===== src/rtl/riscv_pkg.sv =====
`default_nettype none
// ============================================================================
//  Module      : riscv_pkg
//  Description : Shared constants and fetch-state encoding for the
//                instruction fetch unit.
//  Revision    : 1.0 - initial release
// ============================================================================
package riscv_pkg;

  // Canonical RISC-V NOP (addi x0, x0, 0), shown in Instr out of reset
  localparam logic [31:0] NOP_INSTR        = 32'h0000_0013;

  // Default program counter after reset
  localparam logic [31:0] DEFAULT_RESET_PC = 32'h0000_0000;

  // Fetch sequencer states
  typedef enum logic [1:0] {
    ST_FETCH = 2'd0,
    ST_WAIT  = 2'd1,
    ST_VALID = 2'd2
  } fetch_state_t;

  // Word-align an address by clearing the two byte-offset bits
  function automatic logic [31:0] word_align(input logic [31:0] addr);
    return {addr[31:2], 2'b00};
  endfunction

endpackage : riscv_pkg
`default_nettype wire


===== src/rtl/pc_register.sv =====
`default_nettype none
// ============================================================================
//  Module      : pc_register
//  Description : 32-bit address register with synchronous reset to a
//                parameterised value and a load enable.
//  Revision    : 1.0 - initial release
// ============================================================================
module pc_register
  import riscv_pkg::*;
#(
  parameter logic [31:0] RESET_PC = DEFAULT_RESET_PC
) (
  input  logic        clk,
  input  logic        reset,
  input  logic        load,
  input  logic [31:0] d,
  output logic [31:0] q
);

  // Hold the address; reset wins over load
  always_ff @(posedge clk) begin
    if (reset) begin
      q <= RESET_PC;
    end else if (load) begin
      q <= d;
    end
  end

endmodule : pc_register
`default_nettype wire


===== src/rtl/instr_fetch_unit.sv =====
`default_nettype none
// ============================================================================
//  Module      : instr_fetch_unit
//  Description : Three-state instruction fetch sequencer (FETCH/WAIT/VALID)
//                with redirect, stall, memory timeout/retry and a sticky
//                error flag for misaligned targets and timeouts.
//  Revision    : 1.0 - initial release
// ============================================================================
module instr_fetch_unit
  import riscv_pkg::*;
#(
  parameter logic [31:0] RESET_PC = DEFAULT_RESET_PC,
  parameter int          TIMEOUT  = 16
) (
  input  logic        clk,
  input  logic        reset,
  input  logic        PCSrc,
  input  logic [31:0] PCTarget,
  input  logic        stall,
  output logic        imem_req,
  output logic [31:0] imem_addr,
  input  logic        imem_rvalid,
  input  logic [31:0] imem_rdata,
  output logic [31:0] Instr,
  output logic [31:0] PC,
  output logic [31:0] PCPlus4,
  output logic        instr_valid,
  output logic        fetch_err
);

  // Counter wide enough to hold TIMEOUT itself
  localparam int CNT_W = $clog2(TIMEOUT + 1);

  fetch_state_t      state_q;
  fetch_state_t      state_d;
  logic [CNT_W-1:0]  wait_cnt;
  logic [31:0]       fetch_pc;
  logic [31:0]       fetch_pc_d;
  logic              fetch_load;
  logic              capture;
  logic              timeout_hit;
  logic              misalign_hit;

  // Address of the next (or outstanding) memory request
  pc_register #(.RESET_PC(RESET_PC)) u_fetch_pc (
    .clk   (clk),
    .reset (reset),
    .load  (fetch_load),
    .d     (fetch_pc_d),
    .q     (fetch_pc)
  );

  // Address of the instruction currently held in Instr
  pc_register #(.RESET_PC(RESET_PC)) u_pc (
    .clk   (clk),
    .reset (reset),
    .load  (capture),
    .d     (fetch_pc),
    .q     (PC)
  );

  // State register
  always_ff @(posedge clk) begin
    if (reset) begin
      state_q <= ST_FETCH;
    end else begin
      state_q <= state_d;
    end
  end

  // Next-state logic and per-state control strobes
  always_comb begin
    state_d      = state_q;
    fetch_load   = 1'b0;
    fetch_pc_d   = PCPlus4;
    capture      = 1'b0;
    timeout_hit  = 1'b0;
    misalign_hit = 1'b0;
    case (state_q)
      ST_FETCH: begin
        state_d = ST_WAIT;
      end
      ST_WAIT: begin
        if (imem_rvalid) begin
          capture = 1'b1;
          state_d = ST_VALID;
        end else if (wait_cnt == CNT_W'(TIMEOUT - 1)) begin
          // Last allowed WAIT cycle expired: retry the same address
          timeout_hit = 1'b1;
          state_d     = ST_FETCH;
        end
      end
      ST_VALID: begin
        // A stalled VALID cycle holds everything and ignores PCSrc
        if (!stall) begin
          fetch_load = 1'b1;
          if (PCSrc) begin
            fetch_pc_d   = word_align(PCTarget);
            misalign_hit = |PCTarget[1:0];
          end else begin
            fetch_pc_d   = PCPlus4;
          end
          state_d = ST_FETCH;
        end
      end
      default: begin
        state_d = ST_FETCH;
      end
    endcase
  end

  // WAIT-cycle counter: cleared while issuing, counts while waiting
  always_ff @(posedge clk) begin
    if (reset) begin
      wait_cnt <= '0;
    end else if (state_q == ST_FETCH) begin
      wait_cnt <= '0;
    end else if (state_q == ST_WAIT) begin
      wait_cnt <= wait_cnt + 1'b1;
    end
  end

  // Instruction register, loaded when read data is accepted
  always_ff @(posedge clk) begin
    if (reset) begin
      Instr <= NOP_INSTR;
    end else if (capture) begin
      Instr <= imem_rdata;
    end
  end

  // Sticky error flag, cleared only by reset
  always_ff @(posedge clk) begin
    if (reset) begin
      fetch_err <= 1'b0;
    end else if (timeout_hit || misalign_hit) begin
      fetch_err <= 1'b1;
    end
  end

  // The request is suppressed while reset is held even though the FSM sits in FETCH
  assign imem_req    = (state_q == ST_FETCH) && !reset;
  assign imem_addr   = fetch_pc;
  assign instr_valid = (state_q == ST_VALID);
  assign PCPlus4     = PC + 32'd4;

endmodule : instr_fetch_unit
`default_nettype wire


===== config.mk =====
export PLATFORM = sky130hd
export DESIGN_NAME = instr_fetch_unit
export DESIGN_NICKNAME = d
export VERILOG_FILES = /design/src/rtl/riscv_pkg.sv /design/src/rtl/pc_register.sv /design/src/rtl/instr_fetch_unit.sv
export SDC_FILE = /design/constraint.sdc
export NUM_CORES = 1
export LEC_CHECK = 0
export BUFFER_PORTS_ARGS = -buffer_cell sky130_fd_sc_hd__buf_4
export CAP_MARGIN = 25
export CORE_MARGIN = 2
export CORE_UTILIZATION = 40
export DETAILED_ROUTE_END_ITERATION = 16
export PLACE_DENSITY = 0.81
export SLEW_MARGIN = 10
export SYNTH_ARGS = -nofsm -noshare
export SYNTH_HDL_FRONTEND = slang
export SYNTH_SLANG_ARGS = --single-unit

===== constraint.sdc =====
create_clock -name clk -period 1.9 [get_ports clk]
set_input_delay 0 -clock clk [delete_from_list [all_inputs] [get_ports clk]]
set_output_delay 0 -clock clk [all_outputs]
set_load 0.1 [all_outputs]

======== Word level (Yosys, flattened, before mapping) ========
Cells that the tools add are included.
cells by class
  add/subtract/negate cells ............... 2
  eq/ne operators ......................... 5
  multiplexer cells ....................... 17
  reductions and logical operators ........ 7
operator list
  kind                     number
  $mux W32                 3
  $add A32 B3 Y32 const B  1
  $mux W1                  10
  $mux W2                  3
  $pmux W2 S3              1
  $add A5 B1 Y5 const B    1
  $eq A5 B4 Y1 const B     1
  $reduce_or A2 Y1         2
  $ne A3 B3 Y1 const B     1
  $eq A2 B1 Y1 const B     1
  $eq A2 B2 Y1 const B     1
  $logic_not A2 Y1         1
  $ne A2 B2 Y1 const B     1
  $reduce_and A2 Y1        1
  $logic_and A1 B1 Y1      1
  $logic_not A1 Y1         1
  $logic_or A1 B1 Y1       1
storage, ports and cells
  word-level logic and storage cells ...... 37
  register bits after elaboration ......... 104
  output and inout bits ................... 131
  bits of input ports ..................... 69

======== Logic depth before layout (Yosys ltp) ========
  depth after elaboration ................. 5
  mapped depth ............................ 8
  mapped depth without buffers ............ 6

======== Cells and area by module ========
A second synthesis with hierarchy kept.
unflattened totals
  cell total of the unflattened synthesis .. 574
  area total of the unflattened synthesis .. 4946.0 um^2
by module, submodules not included
  module            cells each  instances  area an instance (um^2)  seq. area each (um^2)
  instr_fetch_unit  368         1          2618.8                   800.8
  pc_register       103         2          1163.6                   640.6

======== Worst setup path before layout ========
OpenSTA, ideal clock, no wires.
  path type ............................... register to register
  from .................................... register u_pc.q[2]
  to ...................................... register u_fetch_pc.q[22]
  stages on the path, launching flop included .. 7
  slack ................................... -2395 ps
  library setup time ...................... 66 ps
  data arrival time ....................... 4229 ps
  path buffers ............................ 0
  path through ............................ dfxtp_1 -> ha_1 -> nand3_1 -> nor4_1 -> nand4_1 -> xnor2_1 -> a41o_1
on the way
  word-level cells in the longest chain between the ends .. 4
ends and longest elaborated chain
  element                 RTL line                 text
  from (decl)             pc_register.sv:17        output logic [31:0] q
  from (signal assigned)  pc_register.sv:23        q <= RESET_PC;
  from (signal assigned)  pc_register.sv:25        q <= d;
  $add A32 B3 Y32 (*)     instr_fetch_unit.sv:145  assign PCPlus4 = PC + 32'd4;
  via PCPlus4[22]         instr_fetch_unit.sv:26   output logic [31:0] PCPlus4,
  $mux W32                instr_fetch_unit.sv:97   if (PCSrc) begin
  $mux W32                instr_fetch_unit.sv:95   if (!stall) begin
  $mux W32 (*)            instr_fetch_unit.sv:79   case (state_q)
  to (signal assigned)    pc_register.sv:23
  to (signal assigned)    pc_register.sv:25
  to (decl)               pc_register.sv:17
Mark *: on every way through the listed nets, which the timed path passes. The rest lies on a longest branch.
A chain may end at the register's enable or synchronous reset.

======== Worst setup path after layout ========
  from .................................... register u_pc.q[9]
  to ...................................... output PCPlus4[26]
on the way
  word-level cells in the longest chain between the ends .. 1
ends and longest elaborated chain
  element          RTL line
  $add A32 B3 Y32  instr_fetch_unit.sv:145
  to (decl)        instr_fetch_unit.sv:26
Every way passes these cells.

==> run metrics <==
clock net sink count 104; antenna fix cells 0; Reg2Reg Depth 5; CTS tree yes; CP max FO 4; Non-Filler Instances 1,029; first-pass GRT wire length roughly 28 mm; clock network power share 36.7%; slowest CP cell or4_4; RR Startpoint u_pc.q[9]; Crit path buffers/inverters 1; worst setup path start u_pc.q[9]; Power Dens Cells 585.9 nW/um^2; Req. time, crit path 1900 ps; Initial Utilization 40.93%; initial antenna violation count 0; Crit. End Element primary output; vias in the first global route about 5,500; GP Congestion 0.8421; top-level I/O count 200; R2R Setup Slk -30 ps; core area 11,370 um^2; Final Cycle Share 115.3%; Hold Crit Start PCTarget[1]; Flop pwr share 44.9%; Clock Skew ~6.0 ps; crit path kind flip-flop to primary output; Synth Cell Area 4653 um^2; worst hold endpoint fetch_err; fmax 456.6 MHz; EDFF count, synth 0; area leader, netlist dfxtp_1; worst reg2reg endpoint u_fetch_pc.q[26]; most frequent cells in the layout buf_4, nand2_1, a21oi_1; combinational power share 18.4%; Via density roughly 5.4; Max IR drop VDD 0.0004620 V; DRC Markers 0; vias post-DR 5,554; clk buf depth 2; CTS Root Cell clkbuf_16; ys flop type dfxtp_1; pin slew with the least headroom to its limit 429.4 ps; sw frac 30.27%; slowest stage delay, CP 630 ps; placed cells 949; Hold WC Path Type input port to flip-flop; height of the die approximately 110 um; Std-Cell Rows 39; Synth cell types 47; Initial DRC Count 423; design area between 8000 and 9000 um^2; setup ws final -290.2 ps; die area 12,510 um^2; Final Hold Vio Count 0; total global-route track usage ~28%; Synth Register Bits 104; sequential-to-total area share from yosys stat 44.74%; Critical Path Start Type flip-flop; largest net degree at the start of global routing 72; Final Max Tran Viols 0; cell count of the worst hold path 3; ranking of synthesized cells by area dfxtp_1, nand2_1, a21oi_1; failing checks setup timing; Fillers a little under 800; leak pwr 3.642 nW; fraction of layout cells with a size suffix above 1 41.42%; DRT antenna net count 0; Worst path top cell family by delay simple AND/OR/NAND/NOR gates; Fin Hold WS around 5.8 ps; placed cell area roughly 7000 um^2; Port Buffer Count 199; Clk Latency, worst-skew pair 350 ps; syn_nets 677; Tmin final about 2200 ps; detailed-placement wirelength estimate 11.62 mm; Reg clk slew, reported paths 70 ps; Slew headroom 71.37%; commonest non-fill, non-tap cell in the layout buf_4; Async SR Flop Fraction 0%; RSZ-0062 raised after global routing yes; Synth Instances 605; Setup Viol. Count Final 18; drt pass-1 iters 5; crit path DAT 2190 ps; nets 953; synth warn 0; P_int 3.474 mW; Psw 1.508 mW; status complete, but fails checks; Die Width 111.9 um; CP Cell Sequence nand4_4, or4_4, nor4_4, xor2_4, buf_12; CTS Buf Count 9; Synth top area share 44.74%; Layout area overhead 82.71%; Routed Wire Length 18.21 mm; routed len/inst 17.69 um; H-Tree Depth 3; Remaining Overflow, GRT 0; number of max-cap violations 0; synthesized area per cell 7.691 um^2
[worst max path at each step]
stage | to | slack [ps] | cells after the start
detailed placement | PCPlus4[31] | -90 | 8
CTS | PCPlus4[31] | -300 | 8
global placement | PCPlus4[31] | -20 | 8
floorplan | u_fetch_pc.q[26] | -730 | 6
global route | PCPlus4[31] | -380 | 8
finish | PCPlus4[26] | -290 | 5
[registers in the layout, summed over array words and instances (netlist names)]
| register | flops |
|---|---|
| wait_cnt | 5 |
| u_pc.q | 32 |
| u_fetch_pc.q | 32 |
| fetch_err | 1 |
| state_q | 2 |
| Instr | 32 |
[power by group through the flow]
stage | clock, mW | sequential, mW | combinational [mW]
6_report | 1.83 | 2.24 | 0.917
5_1_grt | 1.94 | 2.24 | 0.954
4_1_cts | 1.84 | 2.24 | 0.899
3_5_place_dp | 0 | 2.29 | 0.812
3_3_place_gp | 0 | 2.28 | 0.803
2_1_floorplan | 0 | 2.59 | 0.232
[metrics by stage]
step           utilization, %  power (mW)  setup TNS (ps)  setup WS, ps
6_report                74.78       4.982           -3072        -290.2
5_1_grt                 74.78       5.138           -4761        -378.5
4_1_cts                 73.15       4.980           -3275        -301.1
3_5_place_dp            62.74       3.099          -124.8        -94.72
3_3_place_gp            62.74       3.087          -30.69        -24.79
2_1_floorplan               -       2.825          -16610        -725.9
[cell usage after synthesis (all sizes together), types with 3 or more instances]
master,count
nand2,173
dfxtp,104
a21oi,87
clkbuf,37
nand3,29
nor2,24
xnor2,14
inv,11
nor3,11
xor2,11
a31oi,10
and3,9
nand4,9
buf,8
nand2b,8
nor4,7
o211ai,7
a41o,6
o21ai,6
nor2b,4
ha,3
o2bb2ai,3
or2,3
[logic make-up after synthesis]
| group | share of synthesized area (%) |
|---|---|
| AND/OR/NAND/NOR | 27.86 |
| flip-flops | 44.74 |
| buffers and inverters | 4.920 |
| XOR/XNOR | 4.706 |
| adder cells (fa/ha/maj) | 0.8068 |
| multiplexers | 0.2151 |
| AO/OA/AOI/OAI | 16.75 |
[metal layers]
metal  global-route usage (%)  vias up  share of wire [%]
met5                        0        -                  0
met4                    13.00        0                2.8
met3                    5.498       45                7.2
met2                    48.77      247                 51
met1                    32.44     2653                 39
li1                         -     2609                  -
[final cells by class]
cell class	count	area, um^2	area share (%)
clock buffers	10	250.2	2.943
inverters	11	48.80	0.5740
multi-input cells	445	3033	35.67
flip-flops and latches	104	2157	25.37
well taps	143	178.9	2.104
clock inverters	6	38.79	0.4562
repair buffers	310	2795	32.88
[timing repair]
item / 4_1_cts / 5_1_grt
setup endpoints to repair: 22 / 29
endpoints found under the hold margin: 49 / 0
gates resized for setup: 75 / 30
pin swaps: 16 / 19
buffers inserted: 9 / 6
cloned: 0 / 0
hold buffers: 49 / 0
[worst min-delay path, cell delays in order]
cell and delay [ps]:
buf_4 80, o211ai_1 100, a21oi_1 140
Note: power is estimated with default switching activity, not from simulation.
